File: config.mk
export PLATFORM = sky130hd
export DESIGN_NAME = uart_wb_bridge_flat
export DESIGN_NICKNAME = d
export VERILOG_FILES = /design/src/rtl/uart_bridge_pkg.sv /design/src/rtl/uart_wb_bridge_if.sv /design/src/rtl/bridge_timer.sv /design/src/rtl/uart_wb_bridge.sv /design/src/flat_wrapper.sv
export SDC_FILE = /design/constraint.sdc
export NUM_CORES = 1
export LEC_CHECK = 0
export CELL_PAD_IN_SITES_DETAIL_PLACEMENT = 0
export CELL_PAD_IN_SITES_GLOBAL_PLACEMENT = 1
export CORE_UTILIZATION = 43
export DETAILED_ROUTE_END_ITERATION = 7
export GPL_TIMING_DRIVEN = 0
export HOLD_SLACK_MARGIN = 0.02
export PLACE_DENSITY = 0.95
export SETUP_SLACK_MARGIN = 0.2
export SLEW_MARGIN = 10
export SYNTH_ARGS = -nofsm -noshare
export SYNTH_HDL_FRONTEND = slang
export SYNTH_SLANG_ARGS = --single-unit
File: constraint.sdc
create_clock -name wb_clk_i -period 8.6 [get_ports wb_clk_i]
set_input_delay 2.15 -clock wb_clk_i [delete_from_list [all_inputs] [get_ports wb_clk_i]]
set_output_delay 2.15 -clock wb_clk_i [all_outputs]
set_load 0.05 [all_outputs]
File: src/rtl/uart_bridge_pkg.sv
// Shared constants and state encoding for the UART-to-Wishbone master bridge.
package uart_bridge_pkg;

  localparam logic [7:0] CMD_WRITE = 8'h57;
  localparam logic [7:0] CMD_READ  = 8'h52;
  localparam logic [7:0] RSP_OK    = 8'h06;
  localparam logic [7:0] RSP_ERR   = 8'h15;

  typedef enum logic [2:0] {
    IDLE,
    ADDR,
    DATA,
    BUS,
    RESP
  } state_t;

endpackage

File: src/rtl/uart_wb_bridge_if.sv
// UART byte streams and Wishbone classic master signals of the bridge.
interface uart_wb_bridge_if;

  logic [7:0]  rx_data;
  logic        rx_valid;
  logic        rx_ready;
  logic [7:0]  tx_data;
  logic        tx_valid;
  logic        tx_ready;
  logic        wbm_cyc_o;
  logic        wbm_stb_o;
  logic        wbm_we_o;
  logic [3:0]  wbm_sel_o;
  logic [31:0] wbm_adr_o;
  logic [31:0] wbm_dat_o;
  logic [31:0] wbm_dat_i;
  logic        wbm_ack_i;
  logic        busy;

  modport master (
    input  rx_data, rx_valid, tx_ready, wbm_dat_i, wbm_ack_i,
    output rx_ready, tx_data, tx_valid, wbm_cyc_o, wbm_stb_o, wbm_we_o,
           wbm_sel_o, wbm_adr_o, wbm_dat_o, busy
  );

  modport slave (
    output rx_data, rx_valid, tx_ready, wbm_dat_i, wbm_ack_i,
    input  rx_ready, tx_data, tx_valid, wbm_cyc_o, wbm_stb_o, wbm_we_o,
           wbm_sel_o, wbm_adr_o, wbm_dat_o, busy
  );

endinterface

File: src/rtl/bridge_timer.sv
// Loadable down-counter; expired is high once the count reaches zero.
module bridge_timer #(
  parameter int unsigned LOAD_VAL = 2
) (
  input  logic clk,
  input  logic rst,
  input  logic load,
  output logic expired
);

  localparam int unsigned W = $clog2(LOAD_VAL);

  logic [W-1:0] count;

  // Loading LOAD_VAL-1 makes expiry coincide with the LOAD_VAL-th edge after the load.
  always_ff @(posedge clk or posedge rst) begin
    if (rst) begin
      count <= '0;
    end else if (load) begin
      count <= W'(LOAD_VAL - 1);
    end else if (count != '0) begin
      count <= count - W'(1);
    end
  end

  assign expired = (count == '0);

endmodule

File: src/rtl/uart_wb_bridge.sv
// Wishbone classic master driven by command frames from a UART byte stream.
module uart_wb_bridge
  import uart_bridge_pkg::*;
#(
  parameter int unsigned BUS_TIMEOUT = 1024,
  parameter int unsigned RX_TIMEOUT  = 100000
) (
  input logic              wb_clk_i,
  input logic              wb_rst_i,
  uart_wb_bridge_if.master bus
);

  state_t      state;
  logic        is_write;
  logic [1:0]  byte_cnt;
  logic [1:0]  tx_left;
  logic [31:0] adr;
  logic [31:0] dat;
  logic [23:0] rsp_tail;
  logic        cyc;
  logic        we;
  logic [7:0]  tx_data;
  logic        tx_valid;

  logic        rx_ready;
  logic        rx_accept;
  logic        tx_done;
  logic        in_frame;
  logic        rx_load;
  logic        bus_load;
  logic        rx_expired;
  logic        bus_expired;

  assign in_frame  = (state == ADDR) || (state == DATA);
  assign rx_ready  = ~wb_rst_i & ((state == IDLE) | in_frame);
  assign rx_accept = bus.rx_valid & rx_ready;
  assign tx_done   = tx_valid & bus.tx_ready;
  assign rx_load   = rx_accept | ~in_frame;
  assign bus_load  = (state != BUS);

  bridge_timer #(.LOAD_VAL(RX_TIMEOUT)) u_rx_timer (
    .clk     (wb_clk_i),
    .rst     (wb_rst_i),
    .load    (rx_load),
    .expired (rx_expired)
  );

  bridge_timer #(.LOAD_VAL(BUS_TIMEOUT)) u_bus_timer (
    .clk     (wb_clk_i),
    .rst     (wb_rst_i),
    .load    (bus_load),
    .expired (bus_expired)
  );

  always_ff @(posedge wb_clk_i or posedge wb_rst_i) begin
    if (wb_rst_i) begin
      state    <= IDLE;
      is_write <= 1'b0;
      byte_cnt <= '0;
      tx_left  <= '0;
      adr      <= '0;
      dat      <= '0;
      rsp_tail <= '0;
      cyc      <= 1'b0;
      we       <= 1'b0;
      tx_data  <= '0;
      tx_valid <= 1'b0;
    end else begin
      case (state)
        IDLE: begin
          if (rx_accept && (bus.rx_data == CMD_WRITE || bus.rx_data == CMD_READ)) begin
            is_write <= (bus.rx_data == CMD_WRITE);
            byte_cnt <= '0;
            state    <= ADDR;
          end
        end
        ADDR: begin
          // An accepted byte takes precedence over a simultaneous inter-byte timeout.
          if (rx_accept) begin
            adr      <= {adr[23:0], bus.rx_data};
            byte_cnt <= byte_cnt + 2'd1;
            if (byte_cnt == 2'd3) begin
              if (is_write) begin
                state <= DATA;
              end else begin
                state <= BUS;
                cyc   <= 1'b1;
                we    <= 1'b0;
              end
            end
          end else if (rx_expired) begin
            state <= IDLE;
          end
        end
        DATA: begin
          if (rx_accept) begin
            dat      <= {dat[23:0], bus.rx_data};
            byte_cnt <= byte_cnt + 2'd1;
            if (byte_cnt == 2'd3) begin
              state <= BUS;
              cyc   <= 1'b1;
              we    <= 1'b1;
            end
          end else if (rx_expired) begin
            state <= IDLE;
          end
        end
        BUS: begin
          if (bus.wbm_ack_i) begin
            cyc      <= 1'b0;
            we       <= 1'b0;
            tx_valid <= 1'b1;
            state    <= RESP;
            if (is_write) begin
              tx_data <= RSP_OK;
              tx_left <= '0;
            end else begin
              tx_data  <= bus.wbm_dat_i[31:24];
              rsp_tail <= bus.wbm_dat_i[23:0];
              tx_left  <= 2'd3;
            end
          end else if (bus_expired) begin
            cyc      <= 1'b0;
            we       <= 1'b0;
            tx_valid <= 1'b1;
            tx_data  <= RSP_ERR;
            tx_left  <= '0;
            state    <= RESP;
          end
        end
        RESP: begin
          if (tx_done) begin
            if (tx_left == '0) begin
              tx_valid <= 1'b0;
              state    <= IDLE;
            end else begin
              tx_data  <= rsp_tail[23:16];
              rsp_tail <= {rsp_tail[15:0], 8'h00};
              tx_left  <= tx_left - 2'd1;
            end
          end
        end
        default: state <= IDLE;
      endcase
    end
  end

  assign bus.rx_ready  = rx_ready;
  assign bus.tx_data   = tx_data;
  assign bus.tx_valid  = tx_valid;
  assign bus.wbm_cyc_o = cyc;
  assign bus.wbm_stb_o = cyc;
  assign bus.wbm_we_o  = we;
  assign bus.wbm_sel_o = {4{cyc}};
  assign bus.wbm_adr_o = adr;
  assign bus.wbm_dat_o = dat;
  assign bus.busy      = (state != IDLE);

endmodule

File: src/flat_wrapper.sv
// flat-port wrapper written by rule: the top's interface ports become plain ports
module uart_wb_bridge_flat import uart_bridge_pkg::*;
#(
  parameter int unsigned BUS_TIMEOUT = 1024,
  parameter int unsigned RX_TIMEOUT  = 100000
)
  (wb_clk_i, wb_rst_i, bus_rx_data, bus_rx_valid, bus_tx_ready, bus_wbm_dat_i, bus_wbm_ack_i, bus_rx_ready, bus_tx_data, bus_tx_valid, bus_wbm_cyc_o, bus_wbm_stb_o, bus_wbm_we_o, bus_wbm_sel_o, bus_wbm_adr_o, bus_wbm_dat_o, bus_busy);
  uart_wb_bridge_if bus_i ();
  input logic wb_clk_i;
  input logic wb_rst_i;
  input wire logic [$bits(bus_i.rx_data)-1:0] bus_rx_data;
  input wire logic [$bits(bus_i.rx_valid)-1:0] bus_rx_valid;
  input wire logic [$bits(bus_i.tx_ready)-1:0] bus_tx_ready;
  input wire logic [$bits(bus_i.wbm_dat_i)-1:0] bus_wbm_dat_i;
  input wire logic [$bits(bus_i.wbm_ack_i)-1:0] bus_wbm_ack_i;
  output wire logic [$bits(bus_i.rx_ready)-1:0] bus_rx_ready;
  output wire logic [$bits(bus_i.tx_data)-1:0] bus_tx_data;
  output wire logic [$bits(bus_i.tx_valid)-1:0] bus_tx_valid;
  output wire logic [$bits(bus_i.wbm_cyc_o)-1:0] bus_wbm_cyc_o;
  output wire logic [$bits(bus_i.wbm_stb_o)-1:0] bus_wbm_stb_o;
  output wire logic [$bits(bus_i.wbm_we_o)-1:0] bus_wbm_we_o;
  output wire logic [$bits(bus_i.wbm_sel_o)-1:0] bus_wbm_sel_o;
  output wire logic [$bits(bus_i.wbm_adr_o)-1:0] bus_wbm_adr_o;
  output wire logic [$bits(bus_i.wbm_dat_o)-1:0] bus_wbm_dat_o;
  output wire logic [$bits(bus_i.busy)-1:0] bus_busy;
  assign bus_i.rx_data = bus_rx_data;
  assign bus_i.rx_valid = bus_rx_valid;
  assign bus_i.tx_ready = bus_tx_ready;
  assign bus_i.wbm_dat_i = bus_wbm_dat_i;
  assign bus_i.wbm_ack_i = bus_wbm_ack_i;
  assign bus_rx_ready = bus_i.rx_ready;
  assign bus_tx_data = bus_i.tx_data;
  assign bus_tx_valid = bus_i.tx_valid;
  assign bus_wbm_cyc_o = bus_i.wbm_cyc_o;
  assign bus_wbm_stb_o = bus_i.wbm_stb_o;
  assign bus_wbm_we_o = bus_i.wbm_we_o;
  assign bus_wbm_sel_o = bus_i.wbm_sel_o;
  assign bus_wbm_adr_o = bus_i.wbm_adr_o;
  assign bus_wbm_dat_o = bus_i.wbm_dat_o;
  assign bus_busy = bus_i.busy;
  uart_wb_bridge #(.BUS_TIMEOUT(BUS_TIMEOUT), .RX_TIMEOUT(RX_TIMEOUT)) u_core (.wb_clk_i(wb_clk_i), .wb_rst_i(wb_rst_i), .bus(bus_i));
endmodule
==> impl_metrics.csv, run 1 <==
group,metric,value,unit
run_status,status,"finished clean",
timing,hold_violations,0,
cts,holdBufCountCts,0,
placement,port_buffers,126,
detailed_routing,drc,0,
cts,cts_sinks,134,
synth,synth-warning-count,0,
detailed_routing,drtPass1Iterations,5,
synth,ys_types,58,
grt,grt_pass1_wl,23400,µm
detailed_routing,ant_nets,0,
timing,tightest_slew,0.658,ns
worst_setup_path,cpPeakStageDelay,0.86,ns
detailed_routing,wl_met2,6820,µm
timing,max-slew-margin-rel,0.560,
cts,clk_path_buf_depth,2,
cts,htree_levels,4,
layout,final_layout_size_suffix_gt1_frac,0.206,
grt,grt_pass1_vias,4692,
worst_setup_path,critPathLaunchType,"primary input",
floorplan,start_util,0.441,
worst_setup_path,r2r-start,"u_core.u_bus_timer.count[3]",
timing,slew_viol_final,0,
worst_setup_path,rrSetupSlack,6.41,ns
worst_setup_path,r2r_end,"u_core.state[0]",
cts,clk_latency,0.41,ns
detailed_routing,vias,4677,
floorplan,num_rows,43,
synth,async_reset_ff_frac,1.00,
synth,synthesis.nets,596,
floorplan,die_w,121,µm
worst_setup_path,crit_type,"primary input to output port",
synth,avgSynthCellArea,11.2,µm²
cts,post-cts-setup-buffers,0,
worst_setup_path,startpoint,"wb_rst_i",
worst_setup_path,path_cells,"clkdlybuf4s50_1, a211oi_1, clkdlybuf4s50_1",
synth,synth_area,6120,µm²
placement,dpl.hpwl,10300,µm
detailed_routing,wl_met3,832,µm
detailed_routing,highest_layer,"met4",
layout,n_antenna_cell,0,
power_and_ir_drop,power_leakage,0.00362,µW
grt,grt_max_degree,91,
worst_setup_path,crit_end,"bus_rx_ready",
layout,nets,742,
timing,worst_slack,2.59,ns
detailed_routing,wl_per_cell,16.0,µm
floorplan,die_area,14700,µm²
floorplan,die_h,121,µm
timing,fin_tns_setup,0,ns
placement,dpl_cell_area,7640,µm²
cts,cts_buffers,17,
placement,place.gp.congestion,0.831,
timing,fmax,167,MHz
synth,ys.flop_type,"dfrtp_1",
layout,area_growth,34.2,%
timing,finalSetupViolations,0,
worst_setup_path,cp_max_fo,4,
worst_setup_path,critPathSlowestCell,"clkdlybuf4s50_1",
synth,netlist_instances,545,
cts,cts.repair.resized,0,
run,drv_cap,0,
detailed_routing,drt_iter0_drc,230,
worst_setup_path,r2r_cells,5,
cts,path_clk_slew,0.05,ns
grt,antenna_found_initial,0,
timing,min_period,6.01,ns
cts,cts_root_buffer,"clkbuf_16",
layout,final_cell_area,8220,µm²
grt,overflow,0,
min_path,hold_class,"register to register",
worst_setup_path,cp.required,6.45,ns
worst_setup_path,crit_path_frequent_cell,"clkdlybuf4s50_1",
worst_setup_path,cp.arrival,3.86,ns
synth,seq_area_frac_synth,0.547,
worst_setup_path,worst_setup_path_end_kind,"output port",
power_and_ir_drop,p_per_area,166,nW/µm²
detailed_routing,routed_wl,14100,µm
timing,fin_skew,0.00634,ns
layout,layout_commonest_cell,"dfrtp_1",
detailed_routing,vias_per_cell,5.30,
layout,mostFrequentLayoutCells,"dfrtp_1 (134), clkdlybuf4s50_1 (126), mux2_2 (72)",
cts,cts_tree,"yes",
synth,yosys_register_bits,134,
floorplan,ios,127,
grt,grt_usage,0.208,
timing,rsz0062_at_grt,"false",
placement,pre_cts_slack,2.58,ns
detailed_routing,wl_met1,6340,µm
floorplan,core,13900,µm²
synth,synth_edf_count,0,
timing,min_period_over_period,0.698,
power_and_ir_drop,peakVddDrop,131,µV
-- routing by layer --
layer,track usage,vias up
met5,0,-
met4,0.0741,0
met3,0.0508,11
met2,0.338,174
met1,0.269,2289
li1,-,2203
-- cell type report --
type                       instances  area (µm²)
timing repair buffer             127        1290
fill                            1114        5660
inverter                          22        87.6
sequential                       134        3350
clock inverter                     9         101
tap                              180         225
buffer                            29         191
multi-input combinational        360        2500
clock buffer                      22         474
-- synth_stat cells, types with 3 or more instances --
master    number  area share
nor2_1        41       0.025
mux2_2        72        0.13
nand3_1       20       0.016
dfrtp_1      134        0.55
inv_1         22       0.013
xor2_1        11       0.016
ha_1           6       0.012
buf_2          9      0.0074
a31oi_1       21       0.021
buf_4          7      0.0086
clkbuf_1       7      0.0043
buf_6          6       0.011
a21oi_1        8      0.0065
or3_1          5      0.0051
or4_1          3      0.0037
xnor2_1        7       0.010
nor3b_1        3      0.0037
nor3_1        10      0.0082
a22o_1         5      0.0071
or2_2          3      0.0031
o21ai_0       30       0.025
nand2_1       66       0.040
-- power by group --
group	switching (µW)	internal, µW	total, µW	leakage [µW]
registers	0	631	631	0.00170
logic	19.5	20.1	39.7	0.00164
clock network	251	445	697	0.000286
-- worst max-delay path, delay by kind of cell --
family / cells / cell delay, ns
AO/OA/AOI/OAI: 1 / 0.30
buffers and inverters: 2 / 1.40
-- how the worst min path moves through the flow --
stage | start | endpoint | slack, ns | depth (start not counted)
6_report | u_core.bus.tx_data[0] | u_core.bus.tx_data[0] | 0.50 | 1
5_1_grt | u_core.bus.wbm_dat_o[26] | u_core.bus.wbm_dat_o[26] | 0.52 | 1
4_1_cts | u_core.bus.tx_data[0] | u_core.bus.tx_data[0] | 0.50 | 1
3_5_place_dp | u_core.bus.tx_data[0] | u_core.bus.tx_data[0] | 0.49 | 1
3_3_place_gp | u_core.bus.tx_data[0] | u_core.bus.tx_data[0] | 0.48 | 1
2_1_floorplan | u_core.tx_left[1] | u_core.tx_left[1] | 0.48 | 1
-- metrics by stage --
step                hold slack (ns)  total power, µW   util  instances
finish                        0.497             1370  0.592        883
global route                  0.522             1420  0.592        883
CTS                           0.505             1380  0.592        883
detailed placement            0.488              683  0.551        852
global placement              0.478              681  0.548        851
floorplan                     0.481              653      -        545
-- cell families (layout without fill, tap and decap cells) --
kind of cell / count (synthesis) / in the layout / share of synthesized area
compound gates: 82 / 82 / 0.0868
fa+ha+maj: 6 / 6 / 0.0123
simple gates: 179 / 179 / 0.145
flops: 134 / 134 / 0.547
mux: 75 / 75 / 0.138
buf+inv: 51 / 209 / 0.0447
xor+xnor: 18 / 18 / 0.0257
-- flip-flops by register name, indices dropped and copies added, names as in the netlist --
signal	count
u_core.bus.wbm_dat_o	32
u_core.u_rx_timer.count	17
u_core.is_write	1
u_core.rsp_tail	24
u_core.byte_cnt	2
u_core.u_bus_timer.count	10
u_core.bus.tx_data	8
u_core.tx_left	2
u_core.bus.tx_valid	1
u_core.bus.wbm_we_o	1
u_core.bus.wbm_adr_o	32
u_core.state	3
u_core.bus.wbm_cyc_o	1
No activity file was read; power rests on OpenSTA's default activity.
==> run 2, diff against run 1 <==
- CORE_UTILIZATION: 43 -> 36
- PLACE_DENSITY: 0.95 -> 0.88
- clock period: 8.6 -> 5.1 ns (I/O delays scaled with it)
==> run 2 against run 1 <==
Count of clock-buffer cells in the layout is 3 lower. Hold slack better by 0.0013 ns. Via count increased by 1.7%. Die area increased by 19%. Sequential power up 68%. Register-to-register slack lost 3.5 ns. Power is 68% higher. Clock skew increased by 0.0020 ns. Routed wire length grew 2.7%. Setup slack got worse by 1.7 ns. Clock power up 66%. Cell count grew 5.0%. Critical endpoint unchanged.
==> impl_metrics.csv, run 2 (same netlist as run 1, synthesis figures left out) <==
group,metric,value,unit
run_status,status,"finished clean",
cts,cts_buffers,17,
grt,antenna_found_initial,0,
min_path,hold_class,"register to register",
grt,overflow,0,
layout,final_layout_size_suffix_gt1_frac,0.211,
timing,hold_violations,0,
worst_setup_path,cp.required,3.83,ns
layout,area.sequential,3350,µm²
cts,post-cts-setup-buffers,0,
grt,grt_pass1_wl,24600,µm
layout,layout_commonest_cell,"dfrtp_1",
timing,min_period,4.17,ns
power_and_ir_drop,power.internal,1780,µW
layout,layout.cells.non_filler,927,
cts,holdBufCountCts,0,
grt,grt_usage,0.179,
layout,nets,745,
cts,clk_path_buf_depth,2,
power_and_ir_drop,combPwrFrac,0.031,
grt,grt_pass1_vias,4751,
cts,clk_latency,0.42,ns
power_and_ir_drop,power_switching,517,µW
power_and_ir_drop,p_total,2290,µW
placement,dp_cells,895,
power_and_ir_drop,switching_share,0.225,
floorplan,die_area,17500,µm²
detailed_routing,routed_wl,14500,µm
worst_setup_path,crit_type,"primary input to output port",
run,drv_cap,0,
timing,min_period_over_period,0.817,
power_and_ir_drop,power_leakage,0.00362,µW
floorplan,die_h,132,µm
layout,multi_input_area,2500,µm²
detailed_routing,vias_per_cell,5.13,
layout,area_growth,35.6,%
power_and_ir_drop,clockPowerShare,0.505,
detailed_routing,drtPass1Iterations,5,
detailed_routing,ant_nets,0,
power_and_ir_drop,p_per_area,276,nW/µm²
floorplan,die_w,132,µm
cts,path_clk_slew,0.06,ns
timing,tightest_slew,0.646,ns
cts,cts_root_buffer,"clkbuf_16",
detailed_routing,wl_met2,6570,µm
cts,htree_levels,4,
detailed_routing,wl_met3,915,µm
detailed_routing,drt_iter0_drc,213,
cts,cts_tree,"yes",
timing,rsz0062_at_grt,"false",
timing,finalSetupViolations,0,
floorplan,start_util,0.369,
layout,mostFrequentLayoutCells,"dfrtp_1 (134), clkdlybuf4s50_1 (126), mux2_2 (72)",
timing,fin_skew,0.00829,ns
worst_setup_path,critPathSlowestCell,"clkdlybuf4s50_1",
cts,cts.repair.resized,0,
cts,cts_sinks,134,
worst_setup_path,crit_path_frequent_cell,"clkdlybuf4s50_1",
floorplan,core,16600,µm²
floorplan,num_rows,47,
power_and_ir_drop,pwr-share-seq,0.464,
timing,fmax,240,MHz
floorplan,ios,127,
placement,dpl.hpwl,10700,µm
worst_setup_path,cp_max_fo,4,
placement,place.gp.congestion,0.840,
detailed_routing,vias,4756,
worst_setup_path,cp.arrival,2.89,ns
worst_setup_path,critPathLaunchType,"primary input",
placement,port_buffers,126,
grt,grt_max_degree,40,
worst_setup_path,path_cells,"clkdlybuf4s50_1, a211oi_1, clkdlybuf4s50_1",
layout,num-fill-cells,1479,
power_and_ir_drop,peakVddDrop,240,µV
detailed_routing,drc,0,
detailed_routing,wl_per_cell,15.7,µm
worst_setup_path,worst_setup_path_end_kind,"output port",
detailed_routing,wl_met1,6850,µm
timing,max-slew-margin-rel,0.568,
timing,slew_viol_final,0,
detailed_routing,highest_layer,"met4",
worst_setup_path,cpPeakStageDelay,0.89,ns
layout,n_antenna_cell,0,
run 2: changes by cell type in the layout (fill, tap and decap cells not counted), sizes merged:
cell,before,now
clkinv,6,5
inv,22,24
buf,23,26
bufinv,2,1
clkinvlp,1,5
clkbuf,29,26
run 2: path summary, 6_finish.rpt:
kind,from,cells past startpoint,to,slack [ns]
worst max-delay path,wb_rst_i,3,bus_rx_ready,0.93
min in group asynchronous,wb_rst_i,2,u_core.state[1],1.30
worst min-delay path,u_core.bus.tx_data[4],1,u_core.bus.tx_data[4],0.50
worst max register to register,u_core.u_rx_timer.count[0],7,u_core.u_rx_timer.count[12],2.89
worst min register to register,u_core.bus.tx_data[4],1,u_core.bus.tx_data[4],0.50
max in group asynchronous,wb_rst_i,4,u_core.bus.wbm_adr_o[25],3.11
run 2: critical path: cells and delay by family:
| kind | cells | cell delay (ns) |
|---|---|---|
| AOI/OAI and AO/OA | 1 | 0.24 |
| buffers and inverters | 2 | 1.38 |
run 2: final cells by class:
| type | count | area share |
|---|---|---|
| plain buffers | 29 | 0.0231 |
| clock buffers | 19 | 0.0521 |
| clock inverters | 13 | 0.0152 |
| inverters | 22 | 0.0104 |
| multi-input cells | 360 | 0.301 |
| flip-flops and latches | 134 | 0.404 |
| well taps | 220 | 0.0331 |
| repair buffers | 130 | 0.162 |
run 2: through the flow:
| step | setup TNS, ns | worst slack, ns | instance area, µm² | hold slack [ns] | utilization |
|---|---|---|---|---|---|
| after floorplan | 0 | 0.800 | 6130 | 0.481 | - |
| after global placement | -11.65 | -0.873 | 7660 | 0.479 | 0.462 |
| after detailed placement | 0 | 0.946 | 7740 | 0.486 | 0.467 |
| after CTS | 0 | 0.944 | 8300 | 0.505 | 0.501 |
| after global routing | 0 | 0.891 | 8300 | 0.517 | 0.501 |
| final | 0 | 0.933 | 8300 | 0.498 | 0.501 |
run 2: power by group through the flow:
| stage | sequential, µW | combinational, µW | clock (µW) |
|---|---|---|---|
| finish | 1060 | 70.7 | 1160 |
| global route | 1060 | 78.3 | 1230 |
| CTS | 1060 | 72.5 | 1180 |
| detailed placement | 1080 | 72.0 | 0 |
| global placement | 1080 | 64.1 | 0 |
| floorplan | 1080 | 19.0 | 0 |
run 2: per-layer routing:
layer  up-vias  track usage
met5         -            0
met4         0       0.0760
met3        17       0.0456
met2       195        0.278
met1      2323        0.237
li1       2221            -
